--- config.mk ---
export PLATFORM = sky130hd
export DESIGN_NAME = adder_share_arbiter
export DESIGN_NICKNAME = d
export VERILOG_FILES = /design/src/rtl/adder_share_arbiter.sv
export SDC_FILE = /design/constraint.sdc
export NUM_CORES = 1
export LEC_CHECK = 0
export CORE_UTILIZATION = 47
export CTS_BUF_LIST = sky130_fd_sc_hd__clkbuf_4 sky130_fd_sc_hd__clkbuf_8
export DETAILED_ROUTE_END_ITERATION = 10
export PLACE_DENSITY_LB_ADDON = 0.1
export SLEW_MARGIN = 10
export SYNTH_ARGS = -nofsm -noshare
export SYNTH_HDL_FRONTEND = slang
export SYNTH_SLANG_ARGS = --single-unit
--- constraint.sdc ---
create_clock -name clk -period 1.94 [get_ports clk]
set_input_delay 0.194 -clock clk [delete_from_list [all_inputs] [get_ports clk]]
set_output_delay 0.194 -clock clk [all_outputs]
set_load 0.005 [all_outputs]
--- src/rtl/adder_share_arbiter.sv ---
// Shares one multicycle signed adder between two requesters: arbitrates, latches
// operands, sequences the start/done handshake and returns the result with an ack.
module adder_share_arbiter #(
    parameter int unsigned W          = 4,
    parameter int unsigned TIMEOUT    = 15,
    parameter int unsigned FIXED_PRIO = 0
) (
    input  logic             clk,
    input  logic             rst,
    input  logic             req0,
    input  logic [W-1:0]     a0,
    input  logic [W-1:0]     b0,
    input  logic             req1,
    input  logic [W-1:0]     a1,
    input  logic [W-1:0]     b1,
    output logic             ack0,
    output logic             ack1,
    output logic             err0,
    output logic             err1,
    output logic [2*W-1:0]   res,
    output logic             busy,
    output logic             gnt,
    output logic             adder_start,
    output logic [W-1:0]     adder_a,
    output logic [W-1:0]     adder_b,
    input  logic             adder_done,
    input  logic [2*W-1:0]   adder_sum
);

    localparam int unsigned RW   = 2 * W;
    localparam int unsigned WD_W = 8;

    typedef enum logic [2:0] {
        S_IDLE   = 3'd0,
        S_START  = 3'd1,
        S_SETTLE = 3'd2,
        S_WAIT   = 3'd3,
        S_RESP   = 3'd4,
        S_FAIL   = 3'd5
    } state_t;

    state_t          state;
    state_t          state_nxt;
    logic            win;
    logic            gnt_nxt;
    logic [W-1:0]    a_nxt;
    logic [W-1:0]    b_nxt;
    logic [WD_W-1:0] wd;
    logic [WD_W-1:0] wd_nxt;
    logic [RW-1:0]   res_nxt;
    logic            ack0_nxt;
    logic            ack1_nxt;
    logic            err0_nxt;
    logic            err1_nxt;
    logic            busy_nxt;
    logic            start_nxt;

    // Winner selection; only consulted in IDLE when at least one request is up.
    always_comb begin
        win = gnt;
        if (FIXED_PRIO != 0) begin
            win = ~req0;
        end else if (req0 && req1) begin
            win = ~gnt;
        end else begin
            win = req1;
        end
    end

    // State register plus the datapath registers it steers.
    always_ff @(posedge clk) begin
        if (rst) begin
            state       <= S_IDLE;
            gnt         <= 1'b1;
            adder_a     <= '0;
            adder_b     <= '0;
            wd          <= '0;
            res         <= '0;
            ack0        <= 1'b0;
            ack1        <= 1'b0;
            err0        <= 1'b0;
            err1        <= 1'b0;
            busy        <= 1'b0;
            adder_start <= 1'b0;
        end else begin
            state       <= state_nxt;
            gnt         <= gnt_nxt;
            adder_a     <= a_nxt;
            adder_b     <= b_nxt;
            wd          <= wd_nxt;
            res         <= res_nxt;
            ack0        <= ack0_nxt;
            ack1        <= ack1_nxt;
            err0        <= err0_nxt;
            err1        <= err1_nxt;
            busy        <= busy_nxt;
            adder_start <= start_nxt;
        end
    end

    // Next-state and datapath update; done is only trusted in WAIT, after SETTLE
    // has let any level-high done from the previous operation fall.
    always_comb begin
        state_nxt = state;
        gnt_nxt   = gnt;
        a_nxt     = adder_a;
        b_nxt     = adder_b;
        wd_nxt    = wd;
        res_nxt   = res;
        unique case (state)
            S_IDLE: begin
                if (req0 || req1) begin
                    state_nxt = S_START;
                    gnt_nxt   = win;
                    a_nxt     = win ? a1 : a0;
                    b_nxt     = win ? b1 : b0;
                end
            end
            S_START: begin
                state_nxt = S_SETTLE;
            end
            S_SETTLE: begin
                wd_nxt    = '0;
                state_nxt = S_WAIT;
            end
            S_WAIT: begin
                wd_nxt = wd + WD_W'(1);
                if (adder_done) begin
                    res_nxt   = adder_sum;
                    state_nxt = S_RESP;
                end else if (wd == WD_W'(TIMEOUT - 1)) begin
                    res_nxt   = '0;
                    state_nxt = S_FAIL;
                end
            end
            S_RESP: begin
                state_nxt = S_IDLE;
            end
            S_FAIL: begin
                state_nxt = S_IDLE;
            end
            default: begin
                state_nxt = S_IDLE;
            end
        endcase
    end

    // Output decode from the upcoming state so every output leaves a flop.
    always_comb begin
        ack0_nxt  = 1'b0;
        ack1_nxt  = 1'b0;
        err0_nxt  = 1'b0;
        err1_nxt  = 1'b0;
        busy_nxt  = 1'b0;
        start_nxt = 1'b0;
        busy_nxt  = (state_nxt != S_IDLE);
        start_nxt = (state_nxt == S_START);
        ack0_nxt  = (state_nxt == S_RESP) && !gnt_nxt;
        ack1_nxt  = (state_nxt == S_RESP) &&  gnt_nxt;
        err0_nxt  = (state_nxt == S_FAIL) && !gnt_nxt;
        err1_nxt  = (state_nxt == S_FAIL) &&  gnt_nxt;
    end

endmodule

After elaboration in Yosys (flattened, before gate mapping)
Cells that the tools add are included.
{"block": "word_totals", "regBits": 34, "input_bits": 29, "output_inout_bits": 23, "wordCells": 46}
{"block": "classes", "n_addsub": 1, "eq_ne": 7, "mux": 12, "bitwise": 1, "reduce_logical": 13}
{"cell": "$mux 8", "count": 2}
{"cell": "$pmux 8 s2", "count": 1}
{"cell": "$pmux 3 s4", "count": 1}
{"cell": "$mux 3", "count": 3}
{"cell": "$add 8x1->8 const B", "count": 1}
{"cell": "$eq 8x4->1 const B", "count": 1}
{"cell": "$mux 4", "count": 2}
{"cell": "$eq 3x1->1 const B", "count": 2}
{"cell": "$eq 3x2->1 const B", "count": 2}
{"cell": "$eq 3x3->1 const B", "count": 2}
{"cell": "$logic_and 1x1->1", "count": 5}
{"cell": "$reduce_and 2->1", "count": 2}
{"cell": "$reduce_bool 2->1", "count": 2}
{"cell": "$logic_not 3->1", "count": 1}
{"cell": "$mux 1", "count": 3}
{"cell": "$reduce_bool 3->1", "count": 1}
{"cell": "$logic_not 1->1", "count": 1}
{"cell": "$logic_or 1x1->1", "count": 1}
{"cell": "$not 1->1", "count": 1}

Depth between registers and ports, before layout
{"block": "depth", "depth_word": 6, "ltp_mapped": 6, "depth_no_buf": 5}

Worst setup path after synthesis
No wires, ideal clock.
{"block": "synth_path", "path_type": "register to register", "startpoint": "register wd[0]", "endpoint": "register err0", "setup_ps": 65, "t_arrival_ps": 1696, "required_ps": 1875, "setup_slack_ps": 179, "stages_incl_launch_ff": 7, "path_buffers": 1, "period_less_slack_ps": 1761, "path_cell_list": "dfxtp_1 inv_1 ha_1 or4b_4 buf_6 or4b_4 nor2b_1"}
{"block": "synth_via", "elab_chain_len": 6}
{"element": "from (decl)", "line": "48", "text": "logic [WD_W-1:0] wd;"}
{"element": "from (signal assigned)", "line": "90", "text": "wd <= wd_nxt;"}
{"element": "$eq 8x4->1", "line": "131", "text": "end else if (wd == WD_W'(TIMEOUT - 1)) begin"}
{"element": "$mux 3", "line": "131"}
{"element": "$mux 3", "line": "128", "text": "if (adder_done) begin"}
{"element": "$pmux 3 s4", "line": "110", "text": "unique case (state)"}
{"element": "$eq 3x3->1", "line": "160", "text": "err0_nxt = (state_nxt == S_FAIL) && !gnt_nxt;"}
{"element": "$logic_and 1x1->1", "line": "160"}
{"element": "to (signal assigned)", "line": "94", "text": "err0 <= err0_nxt;"}
{"element": "to (decl)", "line": "18", "text": "output logic err0,"}
No other way between the ends.
A chain may end at the register's enable or synchronous reset.

Final worst setup path
Ends and elaborated chain as after synthesis.

==> run metrics <==
Detail Placement HPWL ~2.8 mm; sequential group share of total power between 50% and 60%; iteration-0 DRC count of the detailed router 94; switch share a little over a quarter; Placer Congestion a little under 0.8; Min Clock Period, post-route 1.72 ns; max-slew violation count 0; number of flops mapped to enable cells by yosys 0; power density normalized to cell area between 600 and 700 nW/um2; final number of setup-violating endpoints 0; critical path class flip-flop to flip-flop; combinational fraction of design power a little over a fifth; primary flip-flop cell chosen by synthesis mapping dfxtp_1; Mapped Cells 177; fraction of layout cells with a size suffix above 1 about a tenth; endpoint type of the worst setup path flip-flop; root buffer cell clkbuf_4; most numerous cell in the Yosys netlist dfxtp_1; global-route total usage across every layer a little under a quarter; vertical die dimension slightly above 60 um; Cell variety after synth 36; number of global-route vias before repair ~1400; initial antenna violation count 0; post-synthesis sequential area ratio between 40% and 50%; hold path startpoint adder_sum[3]; Setup TNS Final 0 ns; unrepaired setup endpoints after global routing no; Relative slew margins between 60% and 70%; reported net switching power a little over 400 uW; Final Routed Wirelength roughly 3.9 mm; path class of the lowest-slack min-delay path primary input to flip-flop; mean instance size in the synthesized netlist approximately 9 um2; hold bufs inserted after CTS 0; PostCTS Resize Cnt 0; number of I/O pins 52; n_diodes 0; H-tree depth 2; standard-cell rows 20; initial cell density of the core around half; share of flip-flops with an asynchronous set or reset after synthesis 0%; startpoint types flip-flop; TritonCTS clock tree done; Layout area overhead 39.8%; maximum buffer depth of the clock tree 2; critical path startpoint wd[0]; Total Nets Final between 200 and 300; final-report hold violation count 0; sinks on the clock net 34; final worst path period share between 80% and 90%; clock-pin slew on the worst setup and hold paths ~0.11 ns; routed vias about 1600; Maximum Capacitance Violations 0; worst-path fanout max 5; Die Footprint between 3000 and 4000 um2; internal power about 1100 uW; cell accounting for the most synthesized area dfxtp_1; run status finished, final reports clean; clock network fraction of design power between 20 and 30%; endpoint required time on the critical path 2.23 ns; largest cells by area after synthesis dfxtp_1 42%, nand3b_1 8.9%, mux2i_1 5.6%, a21oi_1 5.0%, o211ai_1 4.7%; Yosys top cell area share between 40% and 50%; number of vias per cell 5.69; pin count of the biggest net entering global routing 24; transition time at the pin with the least slew margin around 0.53 ns; worst setup skew after layout approximately 0.0066 ns; clk_lat worst skew between 0.3 and 0.4 ns; Yosys warning total 0; die extent in x 60.5 um; reg-to-reg critical path startpoint wd[0]; nets in the synthesized netlist ~210; Max Clk Rate 0.581 GHz; Seq cells post-synth 34; largest voltage drop on the vdd net ~490 uV; most used standard cells in the synthesized netlist 34 x dfxtp_1, 19 x nand3b_1, 16 x a21oi_1; post-detailed-route DRC marker count 0; routed length per instance about 14 um; number of buffers created by CTS 5; Floorplan Core Area 3150 um2; number of routed nets with antenna violations 0; first-pass iteration count of the detailed router 4; area of the mapped netlist between 1500 and 2000 um2; Port Buf Inserts 51; total grt overflow 0; setup fix buffers added after clock tree synthesis 0; WP data arrival 2.01 ns; wire length of the first global-routing pass between 6 and 7 mm; leakage power summed over all cells roughly 0.0008 uW; Final Core Density a little under three quarters
## logic make-up (layout without fill, tap and decap cells)
kind of cell | count (synthesis) | after routing | synth area share [%]
adder cells (fa/ha/maj) | 2 | 2 | 1.55
flip-flops | 34 | 34 | 42.3
AO/OA/AOI/OAI | 46 | 46 | 18.3
buffers and inverters | 17 | 71 | 4.43
AND/OR/NAND/NOR | 69 | 69 | 27.9
multiplexers | 9 | 9 | 5.59
## layout by cell type, fill, tap and decap left out, types with 2 or more instances in the layout
cell type and n:
or4_1 4, and3b_1 2, nand3_1 12, mux2i_1 9, o21ai_0 3, or2_2 2
o21bai_1 2, nand3b_1 19, nor2_1 7, or4b_4 2, a21oi_1 16, o211ai_1 10
a211oi_1 9, nand2b_1 5, a31oi_1 3, nand2_1 5, inv_1 2, clkdlybuf4s50_1 51
dfxtp_1 34, buf_4 10, ha_1 2, clkbuf_4 6
## path summary, 6_finish.rpt
| check | end | slack, ns | depth (start not counted) |
|---|---|---|---|
| hold / removal | res[3] | 0.42 | 3 |
| setup reg to reg | err0 | 0.22 | 5 |
| hold reg to reg | state[1] | 0.52 | 1 |
| setup / recovery | err0 | 0.22 | 5 |
## routing by layer
metal	up-vias	wire length, um	GRT usage [%]
li1	770	-	-
met1	738	1720	25.6
met2	50	1940	40.3
met3	8	202	5.54
met4	0	61	10.1
met5	-	0	0
## worst max-delay path, stage by stage, from the launching register on
cell,delay (ns)
dfxtp_1,0.36
inv_1,0.10
ha_1,0.14
or4b_4,0.46
or4b_4,0.50
nor2b_1,0.12
## area by class of cell
class	count	area [um2]
fill	272	902
inverter	2	7.51
sequential	34	681
clock buffer	7	58.8
timing repair buffer	61	586
multi-input combinational	126	858
tap	44	55.1
clock inverter	1	5.00
## flip-flops by register name (all words and copies together), names as in the netlist
signal       flops
err1             1
adder_b          4
busy             1
ack0             1
adder_a          4
state            3
ack1             1
gnt              1
adder_start      1
wd               8
err0             1
res              8
## power by group through the flow
stage               sequential (uW)  clock, uW  combinational (uW)
floorplan                       782          0                 145
global placement                783          0                 312
detailed placement              785          0                 321
CTS                             769        434                 322
global route                    775        466                 348
finish                          769        434                 322
## through the flow
step                      hold WS, ns  area (um2)  instances  setup slack (ns)  total power (uW)
after detailed placement        0.505        2190        267             0.237              1110
final                           0.420        2250        275             0.218              1520
after floorplan                 0.340        1610        177             0.179               926
after global routing            0.422        2250        275             0.114              1590
after global placement          0.483        2190        267             0.272              1100
after CTS                       0.424        2250        275             0.211              1530
Power figures use the tool's default switching activity.
